--- src/rtl/riscv_ctrl_pkg.sv ---
// Shared definitions for the multicycle RISC-V control path.
// Holds the controller state encoding, the opcodes the controller
// recognises, and the encodings of every datapath mux select and ALU
// operation class it drives.
package riscv_ctrl_pkg;

  typedef enum logic [3:0] {
    FETCH    = 4'd0,
    DECODE   = 4'd1,
    MEMADR   = 4'd2,
    MEMREAD  = 4'd3,
    MEMWB    = 4'd4,
    MEMWRITE = 4'd5,
    EXEC_R   = 4'd6,
    EXEC_I   = 4'd7,
    ALUWB    = 4'd8,
    BRANCH   = 4'd9,
    JAL      = 4'd10,
    ILLEGAL  = 4'd11
  } state_t;

  localparam logic [6:0] OP_LW     = 7'b0000011;
  localparam logic [6:0] OP_SW     = 7'b0100011;
  localparam logic [6:0] OP_R      = 7'b0110011;
  localparam logic [6:0] OP_I      = 7'b0010011;
  localparam logic [6:0] OP_BRANCH = 7'b1100011;
  localparam logic [6:0] OP_JAL    = 7'b1101111;

  localparam logic [2:0] F3_BEQ = 3'b000;
  localparam logic [2:0] F3_BNE = 3'b001;

  localparam logic [1:0] ALU_OP_ADD   = 2'b00;
  localparam logic [1:0] ALU_OP_SUB   = 2'b01;
  localparam logic [1:0] ALU_OP_FUNCT = 2'b10;

  localparam logic [1:0] SRC_A_PC     = 2'b00;
  localparam logic [1:0] SRC_A_OLD_PC = 2'b01;
  localparam logic [1:0] SRC_A_RS1    = 2'b10;

  localparam logic [1:0] SRC_B_RS2    = 2'b00;
  localparam logic [1:0] SRC_B_IMM    = 2'b01;
  localparam logic [1:0] SRC_B_FOUR   = 2'b10;

  localparam logic [1:0] RES_ALU_OUT  = 2'b00;
  localparam logic [1:0] RES_MEM_DATA = 2'b01;
  localparam logic [1:0] RES_ALU      = 2'b10;

  localparam logic [2:0] IMM_I = 3'b000;
  localparam logic [2:0] IMM_S = 3'b001;
  localparam logic [2:0] IMM_B = 3'b010;
  localparam logic [2:0] IMM_J = 3'b011;

endpackage

--- src/rtl/imm_src_decode.sv ---
// Opcode to immediate-format map used by the sign extender.
// Ports:
//   opcode  in  7  instruction opcode field
//   imm_src out 3  immediate format (I, S, B, J)
module imm_src_decode
  import riscv_ctrl_pkg::*;
(
  input  logic [6:0] opcode,
  output logic [2:0] imm_src
);

  // Loads, I-type ALU ops and anything unrecognised fall back to the
  // I format; only stores, branches and jal need a different layout.
  always_comb begin
    imm_src = IMM_I;
    case (opcode)
      OP_SW:     imm_src = IMM_S;
      OP_BRANCH: imm_src = IMM_B;
      OP_JAL:    imm_src = IMM_J;
      default:   imm_src = IMM_I;
    endcase
  end

endmodule

--- src/rtl/multicycle_controller.sv ---
// Control FSM for a multicycle RISC-V datapath with one shared memory
// port. One state per cycle; outputs are decoded from the state register,
// except pc_write in BRANCH and the mem_ready-gated enables.
//
// Ports:
//   clk, rst            clock, synchronous active-high reset
//   opcode, funct3      fields of the instruction register
//   zero                ALU result equals zero
//   mem_ready           memory completes the current access this cycle
//   mem_req, mem_write  memory access request and store qualifier
//   adr_src             memory address: 0 PC, 1 ALU-out register
//   ir_write, pc_write, reg_write   register enables
//   alu_src_a, alu_src_b, alu_op    ALU operand selects and operation class
//   result_src, imm_src             result mux and immediate format
//   instr_done          one-cycle pulse on instruction retirement
//   trap                illegal-instruction halt indicator
//
// Build option: MC_ILLEGAL_TRAP_EN makes an unknown opcode halt in the
// ILLEGAL state with trap high until reset. Without it, an unknown opcode
// retires as a NOP and trap is always 0.
module multicycle_controller
  import riscv_ctrl_pkg::*;
(
  input  logic       clk,
  input  logic       rst,
  input  logic [6:0] opcode,
  input  logic [2:0] funct3,
  input  logic       zero,
  input  logic       mem_ready,
  output logic       mem_req,
  output logic       mem_write,
  output logic       adr_src,
  output logic       ir_write,
  output logic       pc_write,
  output logic       reg_write,
  output logic [1:0] alu_src_a,
  output logic [1:0] alu_src_b,
  output logic [1:0] alu_op,
  output logic [1:0] result_src,
  output logic [2:0] imm_src,
  output logic       instr_done,
  output logic       trap
);

  state_t     state;
  state_t     state_next;
  logic [2:0] dec_imm_src;
  logic       branch_taken;

  imm_src_decode u_imm_src_decode (
    .opcode  (opcode),
    .imm_src (dec_imm_src)
  );

  // Only beq and bne are supported; every other funct3 falls through.
  assign branch_taken = ((funct3 == F3_BEQ) &&  zero) ||
                        ((funct3 == F3_BNE) && !zero);

  // State register. Reset abandons whatever access was in flight.
  always_ff @(posedge clk) begin
    if (rst) begin
      state <= FETCH;
    end else begin
      state <= state_next;
    end
  end

  // Next-state logic. mem_ready is looked at only in the three states
  // that actually hold a memory request.
  always_comb begin
    state_next = state;
    case (state)
      FETCH: begin
        if (mem_ready) state_next = DECODE;
      end
      DECODE: begin
        case (opcode)
          OP_LW, OP_SW: state_next = MEMADR;
          OP_R:         state_next = EXEC_R;
          OP_I:         state_next = EXEC_I;
          OP_BRANCH:    state_next = BRANCH;
          OP_JAL:       state_next = JAL;
          default:      state_next = ILLEGAL;
        endcase
      end
      MEMADR: begin
        if (opcode == OP_SW) state_next = MEMWRITE;
        else                 state_next = MEMREAD;
      end
      MEMREAD: begin
        if (mem_ready) state_next = MEMWB;
      end
      MEMWB:    state_next = FETCH;
      MEMWRITE: begin
        if (mem_ready) state_next = FETCH;
      end
      EXEC_R:   state_next = ALUWB;
      EXEC_I:   state_next = ALUWB;
      ALUWB:    state_next = FETCH;
      BRANCH:   state_next = FETCH;
      JAL:      state_next = ALUWB;
`ifdef MC_ILLEGAL_TRAP_EN
      ILLEGAL:  state_next = ILLEGAL;
`else
      ILLEGAL:  state_next = FETCH;
`endif
      default:  state_next = FETCH;
    endcase
  end

  // Output decode. Everything defaults to 0 and stays 0 while rst is
  // high, so a reset in the middle of a memory wait drops the request in
  // the same cycle instead of one cycle later.
  always_comb begin
    mem_req    = 1'b0;
    mem_write  = 1'b0;
    adr_src    = 1'b0;
    ir_write   = 1'b0;
    pc_write   = 1'b0;
    reg_write  = 1'b0;
    alu_src_a  = SRC_A_PC;
    alu_src_b  = SRC_B_RS2;
    alu_op     = ALU_OP_ADD;
    result_src = RES_ALU_OUT;
    imm_src    = IMM_I;
    instr_done = 1'b0;
    trap       = 1'b0;
    if (!rst) begin
      case (state)
        FETCH: begin
          mem_req    = 1'b1;
          adr_src    = 1'b0;
          alu_src_a  = SRC_A_PC;
          alu_src_b  = SRC_B_FOUR;
          alu_op     = ALU_OP_ADD;
          result_src = RES_ALU;
          ir_write   = mem_ready;
          pc_write   = mem_ready;
        end
        DECODE: begin
          alu_src_a = SRC_A_OLD_PC;
          alu_src_b = SRC_B_IMM;
          alu_op    = ALU_OP_ADD;
          imm_src   = dec_imm_src;
        end
        MEMADR: begin
          alu_src_a = SRC_A_RS1;
          alu_src_b = SRC_B_IMM;
          alu_op    = ALU_OP_ADD;
          imm_src   = dec_imm_src;
        end
        MEMREAD: begin
          mem_req = 1'b1;
          adr_src = 1'b1;
        end
        MEMWB: begin
          result_src = RES_MEM_DATA;
          reg_write  = 1'b1;
          instr_done = 1'b1;
        end
        MEMWRITE: begin
          mem_req    = 1'b1;
          mem_write  = 1'b1;
          adr_src    = 1'b1;
          instr_done = mem_ready;
        end
        EXEC_R: begin
          alu_src_a = SRC_A_RS1;
          alu_src_b = SRC_B_RS2;
          alu_op    = ALU_OP_FUNCT;
        end
        EXEC_I: begin
          alu_src_a = SRC_A_RS1;
          alu_src_b = SRC_B_IMM;
          alu_op    = ALU_OP_FUNCT;
          imm_src   = IMM_I;
        end
        ALUWB: begin
          result_src = RES_ALU_OUT;
          reg_write  = 1'b1;
          instr_done = 1'b1;
        end
        BRANCH: begin
          alu_src_a  = SRC_A_RS1;
          alu_src_b  = SRC_B_RS2;
          alu_op     = ALU_OP_SUB;
          result_src = RES_ALU_OUT;
          pc_write   = branch_taken;
          instr_done = 1'b1;
        end
        JAL: begin
          alu_src_a  = SRC_A_OLD_PC;
          alu_src_b  = SRC_B_FOUR;
          alu_op     = ALU_OP_ADD;
          result_src = RES_ALU_OUT;
          pc_write   = 1'b1;
        end
        ILLEGAL: begin
`ifdef MC_ILLEGAL_TRAP_EN
          trap       = 1'b1;
`else
          instr_done = 1'b1;
`endif
        end
        default: begin
          mem_req = 1'b0;
        end
      endcase
    end
  end

endmodule

--- config.mk ---
export PLATFORM = sky130hd
export DESIGN_NAME = multicycle_controller
export DESIGN_NICKNAME = d
export VERILOG_FILES = /design/src/rtl/riscv_ctrl_pkg.sv /design/src/rtl/imm_src_decode.sv /design/src/rtl/multicycle_controller.sv
export SDC_FILE = /design/constraint.sdc
export NUM_CORES = 1
export LEC_CHECK = 0
export CORE_MARGIN = 2
export CORE_UTILIZATION = 25
export DETAILED_ROUTE_END_ITERATION = 8
export MAX_ROUTING_LAYER = met4
export PLACE_DENSITY = 0.56
export SLEW_MARGIN = 20
export SYNTH_ARGS = -nofsm -noshare
export SYNTH_HDL_FRONTEND = slang
export SYNTH_SLANG_ARGS = --single-unit
--- constraint.sdc ---
create_clock -name clk -period 1.15 [get_ports clk]
set_input_delay 0.1725 -clock clk [delete_from_list [all_inputs] [get_ports clk]]
set_output_delay 0.1725 -clock clk [all_outputs]
set_load 0.01 [all_outputs]
# After elaboration in Yosys (flattened, before gate mapping)

Index checks and enable logic that the tools add are counted.

Flip-flop bits (word level): 4
Input port bits: 14
Output and inout bits: 19
Logic and storage cells: 72

Equality and inequality tests: 21
Mux-type cells: 31
Reductions and logical operators: 19

Operators by type and width:

| operator             | count |
|---|---|
| $pmux W4 S6          | 1 |
| $pmux W4 S5          | 1 |
| $eq A4 B3 Y1 const B | 4 |
| $eq A4 B4 Y1 const B | 4 |
| $pmux W2 S2          | 4 |
| $eq A7 B6 Y1 const B | 2 |
| $eq A7 B7 Y1 const B | 2 |
| $reduce_or A2 Y1     | 7 |
| $mux W1              | 12 |
| $mux W4              | 3 |
| $mux W3              | 3 |
| $reduce_or A3 Y1     | 3 |
| $eq A4 B2 Y1 const B | 2 |
| $mux W2              | 4 |
| $reduce_or A4 Y1     | 2 |
| $eq A7 B2 Y1 const B | 1 |
| $eq A7 B5 Y1 const B | 1 |
| $ne A2 B2 Y1 const B | 3 |
| $pmux W2 S3          | 1 |
| $eq A4 B1 Y1 const B | 1 |
| $logic_not A4 Y1     | 1 |
| $eq A3 B1 Y1 const B | 1 |
| $logic_not A3 Y1     | 1 |
| $pmux W1 S3          | 1 |
| other kinds (5)      | 6 |

# Depth between registers and ports, before layout

Gate-level depths: netlist (run 1).

Depth after elaboration: 5
Mapped depth: 6
Depth with buffers taken out: 4

# Hierarchy

A second synthesis (run 1) with hierarchy kept.

Cell total of the unflattened synthesis: 106
Area total of the unflattened synthesis: 696.9 um^2

By module, submodules not included:

| module                | instances | cells each | area an instance (um^2) | sequential area each (um^2) |
|---|---|---|---|---|
| multicycle_controller | 1         | 98         | 641.9                   | 80.1 |
| imm_src_decode        | 1         | 8          | 55.1                    | 0.0 |

# Worst setup path after synthesis (run 1)

OpenSTA, ideal clock, no wires.

Path type: reg-to-output
From: reg state[0]
To: out instr_done
Arrival: 1.199 ns
Setup slack: -0.222 ns
Stages on the path, launching flop included: 5
Buffers on the path: 1
Cell sequence: dfxtp_1 buf_6 nor2b_4 or4b_1 a21oi_1

Cells in the longest elaborated chain, start to end: 4
Elaborated cells on any way between the ends: 8

Ends and longest elaborated chain:

| element                                      | line                         | RTL |
|---|---|---|
| start: declaration                           | multicycle_controller.sv:45  | `state_t state;` |
| start signal: assignment                     | multicycle_controller.sv:64  | `state <= state_next;` |
| $eq A4 B4 Y1 or $eq A4 B3 Y1 (tied branches) | multicycle_controller.sv:129 | `case (state)` |
| $reduce_or A4 Y1 (no line)                   | n/a                          |  |
| $pmux W1 S2 (*)                              | multicycle_controller.sv:129 |  |
| $mux W1 (*)                                  | multicycle_controller.sv:128 | `if (!rst) begin` |
| end: declaration                             | multicycle_controller.sv:41  | `output logic instr_done,` |

Every way passes the cells marked *; elsewhere a longest branch is shown, timed or not.

# Worst setup path after layout (run 1)

Ends and elaborated chain as after synthesis.

==> results of run 1 <==
per-layer routing:
layer / share of wire / track usage / wire, µm
met1: 0.40 / 0.205 / 1010
met3: 0.038 / 0.0355 / 94
met5: 0 / - / 0
met4: 0.010 / 0.0708 / 25
met2: 0.55 / 0.329 / 1360
area by class of cell:
| cell class | instances | share of cell area |
|---|---|---|
| multi-input cells | 83 | 0.454 |
| repair buffers | 73 | 0.443 |
| flip-flops and latches | 4 | 0.0623 |
| well taps | 30 | 0.0253 |
| clock buffers | 3 | 0.0152 |
stage by stage:
stage	util	power [mW]	instances	TNS, ns	area [µm²]
2_1_floorplan	-	1.08	97	-0.415	714
3_3_place_gp	0.492	1.72	177	-14.66	1210
3_5_place_dp	0.492	1.74	177	-14.91	1210
4_1_cts	0.566	2.35	188	-6.52	1390
5_1_grt	0.605	2.76	193	-7.51	1490
6_report	0.605	2.58	193	-6.17	1490
synthesized netlist by cell type, types with 2 or more instances:
cell type	number	area (µm²)
sky130_fd_sc_hd__nor2_1	15	56.3
sky130_fd_sc_hd__nand2_1	8	30.0
sky130_fd_sc_hd__a21oi_1	7	35.0
sky130_fd_sc_hd__buf_2	6	30.0
sky130_fd_sc_hd__and3_1	4	25.0
sky130_fd_sc_hd__dfxtp_1	4	80.1
sky130_fd_sc_hd__nor3_1	4	20.0
sky130_fd_sc_hd__buf_4	3	22.5
sky130_fd_sc_hd__nand3_1	3	15.0
sky130_fd_sc_hd__nand4_1	3	18.8
sky130_fd_sc_hd__nor2b_1	3	18.8
sky130_fd_sc_hd__and2_1	2	12.5
sky130_fd_sc_hd__nand2b_1	2	12.5
sky130_fd_sc_hd__nand3b_1	2	15.0
sky130_fd_sc_hd__nor4_1	2	12.5
sky130_fd_sc_hd__o21bai_1	2	15.0
sky130_fd_sc_hd__xnor2_1	2	17.5
sky130_fd_sc_hd__xor2_1	2	17.5
timing repair:
action                     CTS  global route
setup endpoints to repair   21            21
gates resized for setup    115            26
buffers inserted             8             7
pin swaps                   18            13
cells by family (layout without fill, tap and decap cells):
family,after synthesis,count (layout),share of synthesized area
mux,2,2,0.0329
simple gates,57,57,0.505
other cells,1,2,0.00580
buf+inv,10,76,0.0986
flops,4,4,0.124
xor+xnor,4,4,0.0542
compound gates,18,18,0.180
worst max path at each step:
stage | startpoint | end | slack, ns | depth (start not counted)
5_1_grt | state[0] | instr_done | -0.51 | 4
2_1_floorplan | state[0] | instr_done | -0.20 | 4
6_report | state[0] | instr_done | -0.46 | 4
4_1_cts | state[0] | instr_done | -0.48 | 4
3_3_place_gp | mem_ready | instr_done | -0.95 | 5
3_5_place_dp | mem_ready | instr_done | -0.95 | 5
report_power, final:
group / switching [mW] / leakage [nW] / internal (mW) / total, mW
sequential: 0.0766 / 0.0353 / 0.201 / 0.278
clock: 0.0595 / 0.0138 / 0.117 / 0.176
combinational: 0.902 / 0.626 / 1.23 / 2.13
layout by cell type (no fill, tap or decap), types with 4 or more instances in the layout:
cell,instances
sky130_fd_sc_hd__clkdlybuf4s50_1,4
sky130_fd_sc_hd__dlygate4sd2_1,7
sky130_fd_sc_hd__a21oi_1,4
sky130_fd_sc_hd__nor2_4,4
sky130_fd_sc_hd__buf_2,11
sky130_fd_sc_hd__nand2_1,6
sky130_fd_sc_hd__nor2_1,9
sky130_fd_sc_hd__buf_6,22
sky130_fd_sc_hd__buf_4,23
==> metrics.txt, run 1 <==
height of the die=54.9 µm; total I/O pin count=33; part of the cycle the worst path needs=1.40; Crit. End Element=output port; data arrival time of the critical path=1.44 ns; startpoint-to-endpoint class of the critical path=register to output port; number of instances in the synthesized netlist=96; power per standard cell area=1740 nW/µm²; path depth of the worst reg2reg path=7; number of warnings reported in the yosys synthesis log=0; flip-flop count of the largest register, all copies and words added=4; highest achievable clock rate=0.620 GHz; P_leak=0.675 nW; total area of multi-input combinational cells=674 µm²; global-route wire length before repair=between 3000 and 4000 µm; CP max stage cell=sky130_fd_sc_hd__or4b_4; Buf+Inv Stages, Crit Path=1; hold path endpoint=state[3]; PnR worst setup slack=-0.463 ns; top cell family by delay on the critical path=simple AND/OR/NAND/NOR gates; TritonCTS Buffers=3; Total Routed Length=about 2500 µm; Initial DRC Count=14; post-synthesis to final-layout area growth=130%; effective utilization at floorplan=0.264; global routing usage summed across all routing layers=0.187; number of antenna violations at the first check in global routing=0; CTS H-Tree Depth=1; share of synthesized flip-flops with an asynchronous set or reset=0; count of hold buffers inserted by post-cts repair=0; class of the tightest hold or removal check=input pin to register; run status=finished with violations; gr ovfl total=0; Max Clock Skew=0.00421 ns; worst-path cell chain=nor2b_4 -> or4b_4 -> a21oi_2 -> buf_2; top_reg_cell synth=sky130_fd_sc_hd__dfxtp_1; crit path max fanout=4; post-placement worst setup slack=-0.948 ns; mean routed wirelength per cell=12.9 µm; final routed DRC violation total=0; Worst Min Path Start=rst; hold path depth=2; flip-flop and latch count after synthesis=4; number of synthesized flops with an enable pin=0; CP max stage delay=0.48 ns; share of synthesized area occupied by flip-flops and latches=0.124; vias post-DR=932; number of buffers between clock root and the deepest sink=2; Clock Latency Late Sink=between 0.2 and 0.25 ns; violated checks=setup timing; RePlAce Congestion=about 0.8; count of endpoints failing setup in the final report=21; register area=92.6 µm²; Critical Path Source Type=register; largest net degree at the start of global routing=12; post-synth cell types=40; clock sink count=4; floorplan core area=2450 µm²; average footprint of a synthesized cell=6.74 µm²; critical register-to-register path startpoint=state[3]; DR vias/cell=between 4 and 5; register with the most flip-flops=state; largest registers=state (4); Final Critical Period=1.61 ns; CTS Root Cell=sky130_fd_sc_hd__clkbuf_4; antenna diode count=0; worst path required time=0.98 ns; clock-pin slew on the worst setup and hold paths=0.04 ns; Die Width=54.9 µm; number of buffers inserted by port buffering=30; half-perimeter wire length after detailed placement=1750 µm; via count of the first global-routing pass=932; final count of hold timing violations=0; max-slew violation count=0; RSZ-0062 raised after global routing=true; Post-DRT Antenna Nets=0; Fin Hold WS=0.363 ns; number of iterations in the first detailed-routing pass=4; CTS tree=yes; fraction of final layout cells sized beyond drive strength 1=0.626; Die Footprint=3010 µm²; number of maximum-capacitance violations=0; Filler cells=about 230; count of nets after finishing=179; area of the mapped netlist=647 µm²; row count=18; R2R Setup Slk=-0.25 ns; Max VDD drop=between 0.0008 and 0.0009 V; capture instance of the worst register-to-register path=state[0]
Power figures use the tool's default switching activity.
==> run 2: changes to the inputs <==
ABC_AREA = 1   (was unset)
CTS_CLUSTER_DIAMETER = 200   (was unset)
PLACE_DENSITY = 0.55   (was 0.56)
clock period = 2.1 ns   (was 1.15 ns; I/O delays follow)
==> run 2 against run 1 <==
The run now ends clean. Register-to-register slack gained 1.1 ns. First-iteration DRC count is 130% higher. Clock power decreased by 42%. Highest routed layer unchanged. Worst hold slack gained 0.26 ns. Total power decreased by 64%. Die area shrank 9.5%. Largest cell class unchanged. Sequential share of layout area is 2.0 points higher. Combinational power decreased by 68%.
==> metrics.txt, run 2 <==
placed insts=173; flip-flop and latch count after synthesis=4; highest achievable clock rate=around 0.5 GHz; final count of hold timing violations=0; largest net degree at the start of global routing=12; count leader, synth=sky130_fd_sc_hd__nand2_1; worst path required time=1.78 ns; antenna diode count=0; number of instances in the synthesized netlist=approximately 110; capture instance of the worst register-to-register path=state[0]; leading cell types by total area after synthesis=sky130_fd_sc_hd__nand2_1 16%, sky130_fd_sc_hd__dfxtp_1 14%, sky130_fd_sc_hd__nor2_1 12%; final routed DRC violation total=0; mean routed wirelength per cell=around 10 µm; vias post-DR=785; Final Critical Period=between 1.5 and 2 ns; share of synthesized area occupied by flip-flops and latches=0.138; crit path max fanout=4; Max Clock Skew=0.0136 ns; number of antenna violations at the first check in global routing=0; number of warnings reported in the yosys synthesis log=0; number of buffers between clock root and the deepest sink=2; average footprint of a synthesized cell=5.23 µm²; critical register-to-register path startpoint=state[2]; number of buffers inserted by port buffering=30; class of the tightest hold or removal check=register to register; path depth of the worst reg2reg path=9; global-route wire length before repair=3040 µm; post-synthesis to final-layout area growth=76.1%; post-synth cell types=22; power per standard cell area=a little over 900 nW/µm²; height of the die=52.2 µm; Max VDD drop=0.000444 V; Die Width=52.2 µm; part of the cycle the worst path needs=0.943; startpoint-to-endpoint class of the critical path=register to output port; data arrival time of the critical path=around 1.7 ns; top_reg_cell synth=sky130_fd_sc_hd__dfxtp_1; Post-DRT Antenna Nets=0; flip-flop count of the largest register, all copies and words added=4; CTS Root Cell=sky130_fd_sc_hd__clkbuf_4; top cell type's share of synthesized area=0.162; most common cell after layout, fill and taps aside=sky130_fd_sc_hd__nand2_1; DR vias/cell=4.41; register with the most flip-flops=state; row count=17; RePlAce Congestion=0.761; RSZ-0062 raised after global routing=false; commonest non-fill, non-tap cells in the layout=25 x sky130_fd_sc_hd__nand2_1, 22 x sky130_fd_sc_hd__clkdlybuf4s50_1, 17 x sky130_fd_sc_hd__nor2_1, 15 x sky130_fd_sc_hd__inv_1, 10 x sky130_fd_sc_hd__buf_4; P_leak=0.543 nW; Die Footprint=2720 µm²; global routing usage summed across all routing layers=0.149; R2R Setup Slk=0.86 ns; cell type with the highest aggregate area in the netlist=sky130_fd_sc_hd__nand2_1; count of nets after finishing=166; Initial DRC Count=32; clock-pin slew on the worst setup and hold paths=0.05 ns; number of maximum-capacitance violations=0; count of endpoints failing setup in the final report=0; CTS H-Tree Depth=1; number of synthesized flops with an enable pin=0; gr ovfl total=0; max-slew violation count=0; hold path depth=3; clock sink count=4; final non-filler cell total=178; share of synthesized flip-flops with an asynchronous set or reset=0; total I/O pin count=33; half-perimeter wire length after detailed placement=1430 µm; CTS tree=yes; effective utilization at floorplan=0.262; Critical Path Source Type=register; Total Power Consumption=around 930 µW; fraction of final layout cells sized beyond drive strength 1=0.247; largest registers=state (4); most common library cells after synthesis=25 x sky130_fd_sc_hd__nand2_1, 19 x sky130_fd_sc_hd__nor2_1, 15 x sky130_fd_sc_hd__inv_1; Worst Min Path Start=state[0]; Crit. End Element=output port; area of the mapped netlist=581 µm²; run status=complete, no violations; Total Routed Length=1790 µm; Clock Latency Late Sink=around 0.25 ns; via count of the first global-routing pass=approximately 700; floorplan core area=~2200 µm²; hold path endpoint=state[3]; number of iterations in the first detailed-routing pass=4; TritonCTS Buffers=3
run 2: cell types whose count changed in the layout (fill, tap and decap cells not counted), sizes merged, moves of 5 or more:
cell	previous run	this run
clkdlybuf4s50	4	22
nand2	8	29
inv	0	20
nand3	3	8
buf	59	10
nor2	15	26
run 2: worst max-delay path by stage:
stage / from / to / slack [ns] / depth (start not counted)
floorplan: state[0] / imm_src[1] / 0.70 / 9
global placement: opcode[1] / imm_src[0] / -0.03 / 10
detailed placement: opcode[2] / imm_src[0] / -0.08 / 9
CTS: state[3] / alu_src_b[0] / 0.005 / 8
global route: state[0] / adr_src / 0.02 / 6
finish: state[2] / alu_src_b[1] / 0.12 / 5
run 2: where the power goes:
part | switching, mW | internal (mW)
Clock | 0.0377 | 0.0643
Combinational | 0.366 | 0.311
Sequential | 0.0454 | 0.106
run 2: layout make-up:
cell class / count / area [µm²]
Inverter: 20 / 75.1
Sequential cell: 4 / 83.8
Clock buffer: 3 / 22.5
Fill cell: 250 / 1190
Timing Repair Buffer: 40 / 380
Multi-Input combinational cell: 83 / 425
Tap cell: 28 / 35.0
run 2: worst max-delay path: stages, from the launching register on:
cell and delay, ns:
sky130_fd_sc_hd__dfxtp_2 0.35, sky130_fd_sc_hd__nor2_4 0.17, sky130_fd_sc_hd__buf_4 0.15, sky130_fd_sc_hd__nand2_2 0.06, sky130_fd_sc_hd__a21oi_1 0.14, sky130_fd_sc_hd__clkdlybuf4s50_1 0.54
run 2: metal layers:
layer / part of all wire / up-vias / GRT usage
met3: 0.059 / 2 / 0.0343
li1: - / 414 / -
met5: 0 / - / -
met4: 0.0034 / 0 / 0.0128
met1: 0.45 / 347 / 0.207
met2: 0.48 / 22 / 0.232
run 2: what timing repair did:
action,4_1_cts,5_1_grt
endpoints found under the setup margin,8,7
hold buffers,0,0
hold endpoints to repair,0,0
pin swaps,1,1
buffers inserted,1,1
resized for setup,8,10
run 2: stage by stage:
step | utilization | hold slack (ns) | cell area [µm²] | setup slack, ns | TNS (ns)
after global placement | 0.428 | 0.652 | 946 | -0.0297 | -0.0297
final | 0.462 | 0.627 | 1020 | 0.120 | 0
after global routing | 0.462 | 0.661 | 1020 | 0.0158 | 0
after floorplan | - | 0.485 | 584 | 0.695 | 0
after detailed placement | 0.428 | 0.644 | 946 | -0.0845 | -0.0845
after CTS | 0.442 | 0.622 | 978 | 0.00477 | 0
run 2: cells by family after synthesis:
| group | synth area share |
|---|---|
| simple gates | 0.515 |
| buf+inv | 0.187 |
| compound gates | 0.138 |
| flops | 0.138 |
| xor+xnor | 0.0151 |
| other cells | 0.00646 |
